$ cat src/rtl/mc_pkg.sv
// rtl/mc_pkg.sv - shared state, opcode, funct, ALU and select encodings for mc_ctrl
package mc_pkg;

  typedef enum logic [3:0] {
    S_FETCH  = 4'd0,
    S_DECODE = 4'd1,
    S_MEMADR = 4'd2,
    S_MEMRD  = 4'd3,
    S_MEMWB  = 4'd4,
    S_MEMWR  = 4'd5,
    S_EXEC   = 4'd6,
    S_ALUWB  = 4'd7,
    S_BRANCH = 4'd8,
    S_ADDIEX = 4'd9,
    S_ADDIWB = 4'd10,
    S_JUMP   = 4'd11,
    S_TRAP   = 4'd12
  } state_t;

  // instruction bits [31:26]
  localparam logic [5:0] OP_RTYPE = 6'b000000;
  localparam logic [5:0] OP_LW    = 6'b100011;
  localparam logic [5:0] OP_SW    = 6'b101011;
  localparam logic [5:0] OP_BEQ   = 6'b000100;
  localparam logic [5:0] OP_ADDI  = 6'b001000;
  localparam logic [5:0] OP_J     = 6'b000010;

  // instruction bits [5:0] for R-type
  localparam logic [5:0] FN_ADD = 6'b100000;
  localparam logic [5:0] FN_SUB = 6'b100010;
  localparam logic [5:0] FN_AND = 6'b100100;
  localparam logic [5:0] FN_OR  = 6'b100101;
  localparam logic [5:0] FN_SLT = 6'b101010;
  localparam logic [5:0] FN_NOR = 6'b100111;

  // must match the ALU's own operation encodings
  localparam logic [3:0] ALU_AND = 4'b0000;
  localparam logic [3:0] ALU_OR  = 4'b0001;
  localparam logic [3:0] ALU_ADD = 4'b0010;
  localparam logic [3:0] ALU_SUB = 4'b0110;
  localparam logic [3:0] ALU_SLT = 4'b0111;
  localparam logic [3:0] ALU_NOR = 4'b1100;

  // ALU operand B select
  localparam logic [1:0] ALUB_REGB    = 2'b00;
  localparam logic [1:0] ALUB_FOUR    = 2'b01;
  localparam logic [1:0] ALUB_IMM     = 2'b10;
  localparam logic [1:0] ALUB_IMM_SH2 = 2'b11;

  // next-PC source select
  localparam logic [1:0] PCSRC_ALU    = 2'b00;
  localparam logic [1:0] PCSRC_ALUOUT = 2'b01;
  localparam logic [1:0] PCSRC_JUMP   = 2'b10;

endpackage

$ cat src/rtl/mc_ctrl_if.sv
// rtl/mc_ctrl_if.sv - controller <-> datapath bundle (ALU selects, enables, memory handshake)
interface mc_ctrl_if;
  logic [5:0] opcode_i;
  logic [5:0] funct_i;
  logic       zf_i;
  logic       mem_ready_i;
  logic [3:0] alu_op_o;
  logic       alu_src_a_o;
  logic [1:0] alu_src_b_o;
  logic [1:0] pc_src_o;
  logic       pc_we_o;
  logic       ir_we_o;
  logic       iord_o;
  logic       mem_re_o;
  logic       mem_we_o;
  logic       reg_we_o;
  logic       reg_dst_o;
  logic       mem_to_reg_o;
  logic       retire_o;
  logic       illegal_o;
  logic [3:0] state_o;

  // controller side
  modport master (
    input  opcode_i, funct_i, zf_i, mem_ready_i,
    output alu_op_o, alu_src_a_o, alu_src_b_o, pc_src_o, pc_we_o, ir_we_o,
           iord_o, mem_re_o, mem_we_o, reg_we_o, reg_dst_o, mem_to_reg_o,
           retire_o, illegal_o, state_o
  );

  // datapath side
  modport slave (
    output opcode_i, funct_i, zf_i, mem_ready_i,
    input  alu_op_o, alu_src_a_o, alu_src_b_o, pc_src_o, pc_we_o, ir_we_o,
           iord_o, mem_re_o, mem_we_o, reg_we_o, reg_dst_o, mem_to_reg_o,
           retire_o, illegal_o, state_o
  );
endinterface

$ cat src/rtl/mc_ctrl_alu_dec.sv
// rtl/mc_ctrl_alu_dec.sv - R-type funct to ALU op decoder, shared with future controllers
module alu_dec
  import mc_pkg::*;
(
  input  logic [5:0] i_funct,
  output logic [3:0] o_alu_op,
  output logic       o_valid
);

  // map funct to ALU op; unknown funct is flagged invalid and parks the op at ADD
  always_comb begin
    o_alu_op = ALU_ADD;
    o_valid  = 1'b1;
    case (i_funct)
      FN_ADD:  o_alu_op = ALU_ADD;
      FN_SUB:  o_alu_op = ALU_SUB;
      FN_AND:  o_alu_op = ALU_AND;
      FN_OR:   o_alu_op = ALU_OR;
      FN_SLT:  o_alu_op = ALU_SLT;
      FN_NOR:  o_alu_op = ALU_NOR;
      default: o_valid  = 1'b0;
    endcase
  end

endmodule

$ cat src/rtl/mc_ctrl.sv
// rtl/mc_ctrl.sv - multicycle MIPS-subset control FSM driving the DPTR datapath
module mc_ctrl
  import mc_pkg::*;
#(
  parameter logic [3:0] RESET_STATE = 4'd0,
  parameter bit         TRAP_STICKY = 1'b1
) (
  input  logic      clk_i,
  input  logic      rst_i,
  mc_ctrl_if.master bus
);

  state_t     r_state;
  logic [3:0] w_dec_op;
  logic       w_dec_valid;

  alu_dec u_alu_dec (
    .i_funct  (bus.funct_i),
    .o_alu_op (w_dec_op),
    .o_valid  (w_dec_valid)
  );

  // state sequencing; memory states hold until the memory reports ready
  always_ff @(posedge clk_i) begin
    if (rst_i) begin
      r_state <= state_t'(RESET_STATE);
    end else begin
      case (r_state)
        S_FETCH:  if (bus.mem_ready_i) r_state <= S_DECODE;
        S_DECODE: begin
          case (bus.opcode_i)
            OP_RTYPE:     r_state <= S_EXEC;
            OP_LW, OP_SW: r_state <= S_MEMADR;
            OP_BEQ:       r_state <= S_BRANCH;
            OP_ADDI:      r_state <= S_ADDIEX;
            OP_J:         r_state <= S_JUMP;
            default:      r_state <= S_TRAP;
          endcase
        end
        S_MEMADR: r_state <= (bus.opcode_i == OP_LW) ? S_MEMRD : S_MEMWR;
        S_MEMRD:  if (bus.mem_ready_i) r_state <= S_MEMWB;
        S_MEMWR:  if (bus.mem_ready_i) r_state <= S_FETCH;
        S_EXEC:   r_state <= w_dec_valid ? S_ALUWB : S_TRAP;
        S_ADDIEX: r_state <= S_ADDIWB;
        S_TRAP:   r_state <= TRAP_STICKY ? S_TRAP : S_FETCH;
        // MEMWB, ALUWB, BRANCH, ADDIWB, JUMP retire; codes 13-15 recover here too
        default:  r_state <= S_FETCH;
      endcase
    end
  end

  // Moore outputs; reset masks every enable so an abandoned instruction writes nothing
  always_comb begin
    bus.alu_op_o     = ALU_ADD;
    bus.alu_src_a_o  = 1'b0;
    bus.alu_src_b_o  = ALUB_REGB;
    bus.pc_src_o     = PCSRC_ALU;
    bus.pc_we_o      = 1'b0;
    bus.ir_we_o      = 1'b0;
    bus.iord_o       = 1'b0;
    bus.mem_re_o     = 1'b0;
    bus.mem_we_o     = 1'b0;
    bus.reg_we_o     = 1'b0;
    bus.reg_dst_o    = 1'b0;
    bus.mem_to_reg_o = 1'b0;
    bus.retire_o     = 1'b0;
    bus.illegal_o    = 1'b0;
    if (!rst_i) begin
      case (r_state)
        S_FETCH: begin
          bus.mem_re_o    = 1'b1;
          bus.alu_src_b_o = ALUB_FOUR;
          bus.ir_we_o     = bus.mem_ready_i;
          bus.pc_we_o     = bus.mem_ready_i;
        end
        S_DECODE: bus.alu_src_b_o = ALUB_IMM_SH2;
        S_MEMADR, S_ADDIEX: begin
          bus.alu_src_a_o = 1'b1;
          bus.alu_src_b_o = ALUB_IMM;
        end
        S_MEMRD: begin
          bus.iord_o   = 1'b1;
          bus.mem_re_o = 1'b1;
        end
        S_MEMWB: begin
          bus.reg_we_o     = 1'b1;
          bus.mem_to_reg_o = 1'b1;
          bus.retire_o     = 1'b1;
        end
        S_MEMWR: begin
          bus.iord_o   = 1'b1;
          bus.mem_we_o = 1'b1;
          bus.retire_o = bus.mem_ready_i;
        end
        S_EXEC: begin
          bus.alu_src_a_o = 1'b1;
          bus.alu_op_o    = w_dec_op;
        end
        S_ALUWB: begin
          bus.reg_we_o  = 1'b1;
          bus.reg_dst_o = 1'b1;
          bus.retire_o  = 1'b1;
        end
        S_BRANCH: begin
          bus.alu_src_a_o = 1'b1;
          bus.alu_op_o    = ALU_SUB;
          bus.pc_src_o    = PCSRC_ALUOUT;
          bus.pc_we_o     = bus.zf_i;
          bus.retire_o    = 1'b1;
        end
        S_ADDIWB: begin
          bus.reg_we_o = 1'b1;
          bus.retire_o = 1'b1;
        end
        S_JUMP: begin
          bus.pc_src_o = PCSRC_JUMP;
          bus.pc_we_o  = 1'b1;
          bus.retire_o = 1'b1;
        end
        S_TRAP:  bus.illegal_o = 1'b1;
        default: ;
      endcase
    end
  end

  assign bus.state_o = r_state;

endmodule

$ cat src/flat_wrapper.sv
// flat-port wrapper written by rule: the top's interface ports become plain ports
module mc_ctrl_flat import mc_pkg::*;
#(
  parameter logic [3:0] RESET_STATE = 4'd0,
  parameter bit         TRAP_STICKY = 1'b1
)
  (clk_i, rst_i, bus_opcode_i, bus_funct_i, bus_zf_i, bus_mem_ready_i, bus_alu_op_o, bus_alu_src_a_o, bus_alu_src_b_o, bus_pc_src_o, bus_pc_we_o, bus_ir_we_o, bus_iord_o, bus_mem_re_o, bus_mem_we_o, bus_reg_we_o, bus_reg_dst_o, bus_mem_to_reg_o, bus_retire_o, bus_illegal_o, bus_state_o);
  mc_ctrl_if bus_i ();
  input  logic clk_i;
  input  logic rst_i;
  input wire logic [$bits(bus_i.opcode_i)-1:0] bus_opcode_i;
  input wire logic [$bits(bus_i.funct_i)-1:0] bus_funct_i;
  input wire logic [$bits(bus_i.zf_i)-1:0] bus_zf_i;
  input wire logic [$bits(bus_i.mem_ready_i)-1:0] bus_mem_ready_i;
  output wire logic [$bits(bus_i.alu_op_o)-1:0] bus_alu_op_o;
  output wire logic [$bits(bus_i.alu_src_a_o)-1:0] bus_alu_src_a_o;
  output wire logic [$bits(bus_i.alu_src_b_o)-1:0] bus_alu_src_b_o;
  output wire logic [$bits(bus_i.pc_src_o)-1:0] bus_pc_src_o;
  output wire logic [$bits(bus_i.pc_we_o)-1:0] bus_pc_we_o;
  output wire logic [$bits(bus_i.ir_we_o)-1:0] bus_ir_we_o;
  output wire logic [$bits(bus_i.iord_o)-1:0] bus_iord_o;
  output wire logic [$bits(bus_i.mem_re_o)-1:0] bus_mem_re_o;
  output wire logic [$bits(bus_i.mem_we_o)-1:0] bus_mem_we_o;
  output wire logic [$bits(bus_i.reg_we_o)-1:0] bus_reg_we_o;
  output wire logic [$bits(bus_i.reg_dst_o)-1:0] bus_reg_dst_o;
  output wire logic [$bits(bus_i.mem_to_reg_o)-1:0] bus_mem_to_reg_o;
  output wire logic [$bits(bus_i.retire_o)-1:0] bus_retire_o;
  output wire logic [$bits(bus_i.illegal_o)-1:0] bus_illegal_o;
  output wire logic [$bits(bus_i.state_o)-1:0] bus_state_o;
  assign bus_i.opcode_i = bus_opcode_i;
  assign bus_i.funct_i = bus_funct_i;
  assign bus_i.zf_i = bus_zf_i;
  assign bus_i.mem_ready_i = bus_mem_ready_i;
  assign bus_alu_op_o = bus_i.alu_op_o;
  assign bus_alu_src_a_o = bus_i.alu_src_a_o;
  assign bus_alu_src_b_o = bus_i.alu_src_b_o;
  assign bus_pc_src_o = bus_i.pc_src_o;
  assign bus_pc_we_o = bus_i.pc_we_o;
  assign bus_ir_we_o = bus_i.ir_we_o;
  assign bus_iord_o = bus_i.iord_o;
  assign bus_mem_re_o = bus_i.mem_re_o;
  assign bus_mem_we_o = bus_i.mem_we_o;
  assign bus_reg_we_o = bus_i.reg_we_o;
  assign bus_reg_dst_o = bus_i.reg_dst_o;
  assign bus_mem_to_reg_o = bus_i.mem_to_reg_o;
  assign bus_retire_o = bus_i.retire_o;
  assign bus_illegal_o = bus_i.illegal_o;
  assign bus_state_o = bus_i.state_o;
  mc_ctrl #(.RESET_STATE(RESET_STATE), .TRAP_STICKY(TRAP_STICKY)) u_core (.clk_i(clk_i), .rst_i(rst_i), .bus(bus_i));
endmodule
$ cat config.mk
export PLATFORM = sky130hd
export DESIGN_NAME = mc_ctrl_flat
export DESIGN_NICKNAME = d
export VERILOG_FILES = /design/src/rtl/mc_pkg.sv /design/src/rtl/mc_ctrl_if.sv /design/src/rtl/mc_ctrl_alu_dec.sv /design/src/rtl/mc_ctrl.sv /design/src/flat_wrapper.sv
export SDC_FILE = /design/constraint.sdc
export NUM_CORES = 1
export LEC_CHECK = 0
export CORE_MARGIN = 4
export CORE_UTILIZATION = 29
export DETAILED_ROUTE_END_ITERATION = 12
export PLACE_DENSITY = 0.61
export SYNTH_ARGS = -nofsm -noshare
export SYNTH_HDL_FRONTEND = slang
export SYNTH_HIERARCHICAL = 1
export SYNTH_SLANG_ARGS = --single-unit
$ cat constraint.sdc
create_clock -name clk_i -period 3.5 [get_ports clk_i]
set_input_delay 0.35 -clock clk_i [delete_from_list [all_inputs] [get_ports clk_i]]
set_output_delay 0.35 -clock clk_i [all_outputs]
set_load 0.02 [all_outputs]
==> results of run 1 <==
-- cell usage in the layout, fill, tap and decap left out, drive strengths merged, types with 2 or more instances in the layout --
cell type,count
nor2,16
o21a,3
clkdlybuf4s50,38
and2,3
nand2b,7
a21oi,7
and3,2
o22ai,2
nand3,2
o21ai,5
nor3,7
or3,3
clkbuf,3
nor2b,4
nand4bb,2
a2111oi,3
nand2,9
nor4,3
inv,2
dfxtp,4
or2,3
-- cell usage after synthesis (3+ instances only) --
| master | count | area, sq um |
|---|---|---|
| nor2b_1 | 4 | 25.02 |
| and2_1 | 3 | 18.77 |
| o21ai_0 | 5 | 25.02 |
| nor3_1 | 7 | 35.03 |
| clkbuf_1 | 3 | 11.26 |
| nor2_1 | 16 | 60.06 |
| o21a_1 | 3 | 22.52 |
| nor4_1 | 3 | 18.77 |
| nand2_1 | 9 | 33.78 |
| a21oi_1 | 7 | 35.03 |
| nand2b_1 | 7 | 43.79 |
| dfxtp_1 | 4 | 80.08 |
-- path summary, 6_finish.rpt --
path	endpoint	depth (start not counted)	slack, ns	startpoint
worst max-delay path	bus_alu_op_o[0]	4	0.76	u_core/bus.state_o[2]
worst min-delay path	u_core/bus.state_o[0]	2	0.83	u_core/bus.state_o[0]
worst max register to register	u_core/bus.state_o[2]	5	1.81	u_core/bus.state_o[2]
worst min register to register	u_core/bus.state_o[0]	2	0.83	u_core/bus.state_o[0]
-- routing by layer --
| metal | global-route usage [%] | vias up | part of all wire, % |
|---|---|---|---|
| met5 | 0 | - | 0 |
| met4 | 7.947 | 0 | 2.3 |
| met3 | 3.118 | 5 | 8.7 |
| met2 | 25.97 | 40 | 48 |
| met1 | 16.86 | 455 | 41 |
| li1 | - | 487 | - |
-- layout make-up --
class | instances | area (sq um) | share of cell area, %
Clock buffer | 3 | 22.52 | 1.972
Tap cell | 28 | 35.03 | 3.067
Inverter | 2 | 7.507 | 0.6572
Multi-Input combinational cell | 98 | 609.3 | 53.34
Sequential cell | 4 | 80.08 | 7.010
Timing Repair Buffer | 39 | 387.9 | 33.95
-- tightest hold or removal path, stage by stage (launching register included) --
cell	delay [ns]
dfxtp_1	0.45
o31ai_1	0.15
a32o_1	0.19
-- report_power, final --
group	total [mW]	switching [mW]	internal, mW
Clock	0.0613	0.0227	0.0386
Sequential	0.0752	0.0238	0.0514
Combinational	0.169	0.0833	0.0862
Total	0.306	0.130	0.176
-- cells by family after synthesis --
| kind of cell | after synthesis | synth area share, % |
|---|---|---|
| flip-flops | 4 | 11.09 |
| buffers and inverters | 8 | 4.506 |
| XOR/XNOR | 2 | 2.427 |
| multiplexers | 1 | 1.560 |
| AO/OA/AOI/OAI | 30 | 30.50 |
| AND/OR/NAND/NOR | 65 | 49.91 |
==> results.toml, run 1 <==
[pwr]
ir_drop_mv = 0.1735
powerDensity_nw_per_um2 = 267.8
total_power_mw = 0.3059
p_leak_nw = 0.3925

[logic_synthesis]
yosys_warnings = 6
synth-async-reset-ratio_pct = 0
yosysSeqAreaShare_pct = 11.09
synth_ff_type = "dfxtp_1"
syn_avg_cell_area_sq_um = 6.563
ys_ff_latch = 4
syn_area_sq_um = 721.9
synth.distinct_cells = 44
synthCells = 110
syn_nets = 126
synth_edf_count = 0

[clock_tree]
clk-insertion-delay-late_ns = 0.25
cts_made_buffers = 3
cts.path.max_buffers = 2
cts-hold-fix-buffers = 0
clkSinkCount = 4
postCtsSetupRepairBufs = 0
cts_max_level = 1
cts_tree = "built"
cts-resized-gates = 0
clk_pin_slew_worst_paths_ns = 0.04
cts_root_buf = "clkbuf_4"

[place]
post-dp-hpwl_microns = 1830
io_buffers = 38
placed_area_sq_um = 1120
place_congestion = 0.8704
post-place-ws_ns = 0.8503
dpl.cell_count = 171

[route]
postRouteAntennaNets = 0
drt_wl_total_microns = 2434
first_pass_iters = 4
routedWlPerCell_microns = 13.99
dr.first_iter.drc_count = 43
vias_per_cell = 5.672
vias = 987
drc = 0

[setup_path]
slowest_stage = "dfxtp_1"
cp_num_buf_inv = 1
slowest_delay_ns = 0.70
path_delay_family = "simple AND/OR/NAND/NOR gates"
endpoint_kind = "output pin"
path_cells = "nand2b_1 > nor3_1 > and2_1 > clkdlybuf4s50_1"
worstPathRequired_ns = 3.15
cp-start-kind = "flop"
cp.arrival_ns = 2.39
critPathKind = "reg -> out"
path_max_fanout = 19

[finish]
drive_gt1_share_pct = 8.219
largest_reg_flops = 4
post-route-util_pct = 49.73
area_growth_syn_to_layout_pct = 58.23
finalNonFillerCells = 174
diodes = 0
fillers = 254
nets = 164
final_area_sq_um = 1142

[die]
ios = 39
fp.dieArea_sq_um = 3352
die_y_microns = 57.90
core_area_sq_um = 2297
initial_utilization_pct = 31.43
fp.dieW_microns = 57.90
rows = 17

[worst_hold_path]
hold_class = "reg -> reg"

[sta]
fin_ws_ns = 0.7637
fin_skew_ns = 0.005190
rsz0062_at_grt = "no"
tightest_slew_ns = 0.6115
hold_slack_ns = 0.8300
period_needed_ns = 2.736
slew_violations = 0
final-setup-viol-count = 0
post-route-period-util_pct = 78.18
max_freq_ghz = 0.3655
relSlewSlack_pct = 59.18
tns_ns = 0
final_hold_viol_count = 0

[grt]
grt_pass1_wl_microns = 3988
grt_use_total_pct = 14.91
grt_max_degree = 20
grt-ovfl-total = 0
antenna_found_initial = 0
grt_pass1_vias = 891

[status]
outcome = "finished, final reports clean"

[job]
maxCapViolations = 0
Note: power is estimated with default switching activity, not from simulation.
==> run 2, diff against run 1 <==
Clock period 3.5 ns to 2.8 ns, I/O delays scaled along.
==> run 2 against run 1 <==
- critical path depth increased by 1
- power up 27%
- combinational power is 38% higher
- non-clock buffer count rose by 5
- clock power grew 15%
- design area grew 3.3%
- register-to-register slack worse by 0.75 ns
- die area is the same
- wire length rose by 0.66%
- global-route usage is 0.37 points higher
==> results.toml, run 2 (synthesized netlist as in run 1, its figures left out) <==
[finish]
post-route-util_pct = 51.36
nets = 169
final_cell_mix = "clkdlybuf4s50_1, nor2_1, nand2_1"
final_common_cell = "clkdlybuf4s50_1"
finalNonFillerCells = 179
diodes = 0
area_growth_syn_to_layout_pct = 63.43
drive_gt1_share_pct = 11.26
largest_reg_flops = 4
fillers = 249

[setup_path]
cp-start-kind = "flop"
worstPathRequired_ns = 2.52
cp_num_buf_inv = 2
slowest_delay_ns = 0.59
path_max_fanout = 11
path_cells = "buf_4 > or3_1 > nor4_1 > or2_2 > clkdlybuf4s50_1"
cp.arrival_ns = 2.21
endpoint_kind = "output pin"
path_delay_family = "simple AND/OR/NAND/NOR gates"
critPathKind = "reg -> out"
slowest_stage = "clkdlybuf4s50_1"

[clock_tree]
cts_max_level = 1
cts.path.max_buffers = 2
cts_tree = "built"
cts-resized-gates = 0
clk_pin_slew_worst_paths_ns = 0.04
cts_made_buffers = 3
postCtsSetupRepairBufs = 0
cts-hold-fix-buffers = 0
clkSinkCount = 4
clk-insertion-delay-late_ns = 0.23
cts_root_buf = "clkbuf_4"

[sta]
relSlewSlack_pct = 65.35
tightest_slew_ns = 0.5190
period_needed_ns = 2.492
fin_skew_ns = 0.0004035
post-route-period-util_pct = 88.99
slew_violations = 0
max_freq_ghz = 0.4013
fin_ws_ns = 0.3082
tns_ns = 0
final-setup-viol-count = 0
rsz0062_at_grt = "no"
final_hold_viol_count = 0

[pwr]
p_sw_share_pct = 40.96
power.share.combinational_pct = 60.1
p_leak_nw = 0.4169
clock_power_share_pct = 18.2
p_switching_mw = 0.1590
ir_drop_mv = 0.2818
total_power_mw = 0.3881
p_int_mw = 0.2291
seq_power_share_pct = 21.6
powerDensity_nw_per_um2 = 329.0

[die]
core_area_sq_um = 2297
initial_utilization_pct = 31.43
ios = 39
rows = 17
die_y_microns = 57.90
fp.dieArea_sq_um = 3352
fp.dieW_microns = 57.90

[grt]
grt_max_degree = 17
antenna_found_initial = 0
grt-ovfl-total = 0
grt_pass1_vias = 930
grt_use_total_pct = 15.28
grt_pass1_wl_microns = 4140

[place]
place_congestion = 0.8310
dpl.cell_count = 176
post-dp-hpwl_microns = 1917
post-place-ws_ns = 0.4278
io_buffers = 38

[job]
maxCapViolations = 0

[route]
drt_wl_total_microns = 2450
postRouteAntennaNets = 0
vias_per_cell = 5.436
first_pass_iters = 4
drc = 0
dr.first_iter.drc_count = 28
vias = 973
routedWlPerCell_microns = 13.69

[status]
outcome = "finished, final reports clean"

[worst_hold_path]
hold_class = "reg -> reg"
[run 2: cell type report]
class,count,area (sq um),area share (%)
timing repair buffer,44,425.4,36.06
clock buffer,3,22.52,1.909
multi-input combinational,98,609.3,51.64
inverter,2,7.507,0.6363
tap,28,35.03,2.969
sequential,4,80.08,6.787
[run 2: per-layer routing]
metal	global-route usage, %	share of wire [%]	up-vias
li1	-	-	494
met1	19.26	44	440
met2	26.29	48	35
met3	1.782	6.6	4
met4	5.960	1.3	0
met5	0	0	-
[run 2: worst register-to-register path: cells and delay by family (launching register included)]
family,cells,cell delay (ns)
DFF,1,0.46
AOI/OAI and AO/OA,3,0.55
and+or+nand+nor,1,0.36
buffers and inverters,1,0.24
[run 2: power groups by stage]
stage	Sequential (mW)	Combinational, mW	Clock (mW)
after floorplan	0.0802	0.128	0
after global placement	0.0850	0.233	0
after detailed placement	0.0846	0.233	0
after CTS	0.0838	0.235	0.0754
after global routing	0.0865	0.256	0.0782
final	0.0840	0.233	0.0707
[run 2: per-stage QoR]
step,hold slack (ns),instance area (sq um)
floorplan,0.4677,721.9
global placement,0.7137,1157
global route,0.7636,1180
finish,0.7079,1180
CTS,0.7131,1180
detailed placement,0.7016,1157
[run 2: path summary, 6_finish.rpt]
kind | start | endpoint | slack (ns) | cells after the start
max | u_core/bus.state_o[1] | bus_pc_we_o | 0.31 | 5
min | u_core/bus.state_o[0] | u_core/bus.state_o[3] | 0.71 | 3
min reg2reg | u_core/bus.state_o[0] | u_core/bus.state_o[3] | 0.71 | 3
max reg2reg | u_core/bus.state_o[2] | u_core/bus.state_o[2] | 1.06 | 5
==> run 3, diff against run 2 <==
Settings changed: GPL_TIMING_DRIVEN from default to 0.
==> run 3 against run 2 <==
- design area decreased by 1.6%
- clock power is 3.5% lower
- critical endpoint is now bus_retire_o
- highest routed layer is now met3
- worst hold slack better by 0.022 ns
- sequential share of layout area up 0.11 points
==> results.toml, run 3 (synthesized netlist as in run 1, its figures left out) <==
[setup_path]
cp.arrival_ns = 2.36
reg2reg_to = "u_core/bus.state_o[2]"
r2r-start = "u_core/bus.state_o[2]"
endpoint_kind = "output pin"
worstPathRequired_ns = 2.52
slowest_stage = "clkdlybuf4s50_1"
path_cells = "clkbuf_1 > buf_2 > a21oi_1 > a2111oi_1 > clkdlybuf4s50_1"
worstRegToRegCells = 5
cp-start-kind = "flop"
slowest_delay_ns = 0.69
critPathKind = "reg -> out"
cp_num_buf_inv = 3
path_delay_family = "buffers and inverters"
regToRegSetupSlack_ns = 1.17
path_max_fanout = 10

[pwr]
total_power_mw = 0.3832
powerDensity_nw_per_um2 = 330.0
p_switching_mw = 0.1596
clock_power_share_pct = 17.8
p_leak_nw = 0.4032
power.share.combinational_pct = 63.1
ir_drop_mv = 0.2467
p_sw_share_pct = 41.65
p_int_mw = 0.2236
seq_power_share_pct = 19.1

[route]
vias = 977
drc = 0
dr.first_iter.drc_count = 45
routedWlPerCell_microns = 14.22
postRouteAntennaNets = 0
first_pass_iters = 4
drt_wl_total_microns = 2546
vias_per_cell = 5.458

[finish]
nets = 169
final_common_cell = "clkdlybuf4s50_1"
drive_gt1_share_pct = 8.609
diodes = 0
fillers = 250
area_growth_syn_to_layout_pct = 60.83
largest_reg_flops = 4
final_cell_mix = "clkdlybuf4s50_1, nor2_1, nand2_1"
final_area_sq_um = 1161

[job]
maxCapViolations = 0

[sta]
slew_violations = 0
max_freq_ghz = 0.3795
tightest_slew_ns = 0.4199
fin_ws_ns = 0.1649
relSlewSlack_pct = 71.28
period_needed_ns = 2.635
post-route-period-util_pct = 94.11
final_hold_viol_count = 0
final-setup-viol-count = 0
fin_skew_ns = 0.00002003

[clock_tree]
clk-insertion-delay-late_ns = 0.23
cts_max_level = 1
clk_pin_slew_worst_paths_ns = 0.04
cts.path.max_buffers = 2
cts_made_buffers = 3
clkSinkCount = 4
cts_root_buf = "clkbuf_4"
cts_tree = "built"

[grt]
grt_max_degree = 11
grt_pass1_vias = 929
grt_use_total_pct = 14.82
grt_pass1_wl_microns = 4112
antenna_found_initial = 0
grt-ovfl-total = 0

[worst_hold_path]
hp-start = "u_core/bus.state_o[0]"
holdPathStages = 3
hold_class = "reg -> reg"
holdPathEnd = "u_core/bus.state_o[3]"

[place]
post-dp-hpwl_microns = 1970
place_congestion = 0.8116
io_buffers = 38
post-place-ws_ns = 0.3221
placed_area_sq_um = 1137

[die]
fp.dieArea_sq_um = 3352
ios = 39
rows = 17
die_y_microns = 57.90
fp.dieW_microns = 57.90
core_area_sq_um = 2297
initial_utilization_pct = 31.43

[status]
outcome = "finished, final reports clean"
-- run 3: cell types whose count changed in the layout (fill, tap and decap cells not counted) --
cell       previous run  this run
clkbuf_1              0         3
buf_2                 0         2
buf_4                 6         0
buf_1                 0         1
a2111oi_1             0         1
a2111oi_0             2         1
-- run 3: layout make-up --
class | count | area (sq um) | area share (%)
well taps | 28 | 35.03 | 3.017
inverters | 2 | 7.507 | 0.6466
repair buffers | 38 | 380.4 | 32.76
multi-input cells | 98 | 610.6 | 52.59
clock buffers | 3 | 22.52 | 1.940
plain buffers | 6 | 25.02 | 2.155
flip-flops and latches | 4 | 80.08 | 6.897
-- run 3: worst min-delay path, delay by kind of cell, from the launching register on --
| kind | cells | cell delay (ns) |
|---|---|---|
| compound gates | 1 | 0.16 |
| flops | 1 | 0.35 |
| simple gates | 2 | 0.17 |
-- run 3: worst max-delay path by stage --
| stage | slack (ns) | start | to | depth (start not counted) |
|---|---|---|---|---|
| 2_1_floorplan | 0.44 | u_core/bus.state_o[2] | bus_retire_o | 4 |
| 3_3_place_gp | 0.33 | rst_i | bus_alu_op_o[2] | 5 |
| 3_5_place_dp | 0.32 | rst_i | bus_alu_op_o[0] | 5 |
| 4_1_cts | 0.18 | u_core/bus.state_o[1] | bus_retire_o | 5 |
| 5_1_grt | -0.04 | u_core/bus.state_o[2] | bus_retire_o | 5 |
| 6_report | 0.16 | u_core/bus.state_o[2] | bus_retire_o | 5 |
-- run 3: power groups by stage --
stage                     Sequential, mW  Clock [mW]  Combinational [mW]
after floorplan                   0.0802           0               0.128
after global placement            0.0738           0               0.238
final                             0.0733      0.0682               0.242
after CTS                         0.0733      0.0720               0.240
after detailed placement          0.0740           0               0.239
after global routing              0.0750      0.0817               0.262
-- run 3: repair_timing --
item	in CTS	in global routing
buffers inserted	0	0
endpoints found under the setup margin	0	1
hold buffers	0	0
resized for setup	0	1
-- run 3: metal layers --
metal / GRT usage (%) / vias to the layer above / share of wire (%)
met2: 25.32 / 42 / 49
met4: 4.305 / 0 / 0
met3: 2.004 / 0 / 7.5
met5: 0 / - / 0
met1: 19.24 / 438 / 44
li1: - / 497 / -
-- run 3: stage by stage --
step	setup TNS [ns]	hold WS [ns]	util [%]	cells
after floorplan	0	0.4677	-	110
after global placement	0	0.7235	49.51	176
after detailed placement	0	0.7236	49.51	176
after CTS	0	0.7325	50.49	179
after global routing	-0.03775	0.7653	50.54	179
final	0	0.7295	50.54	179
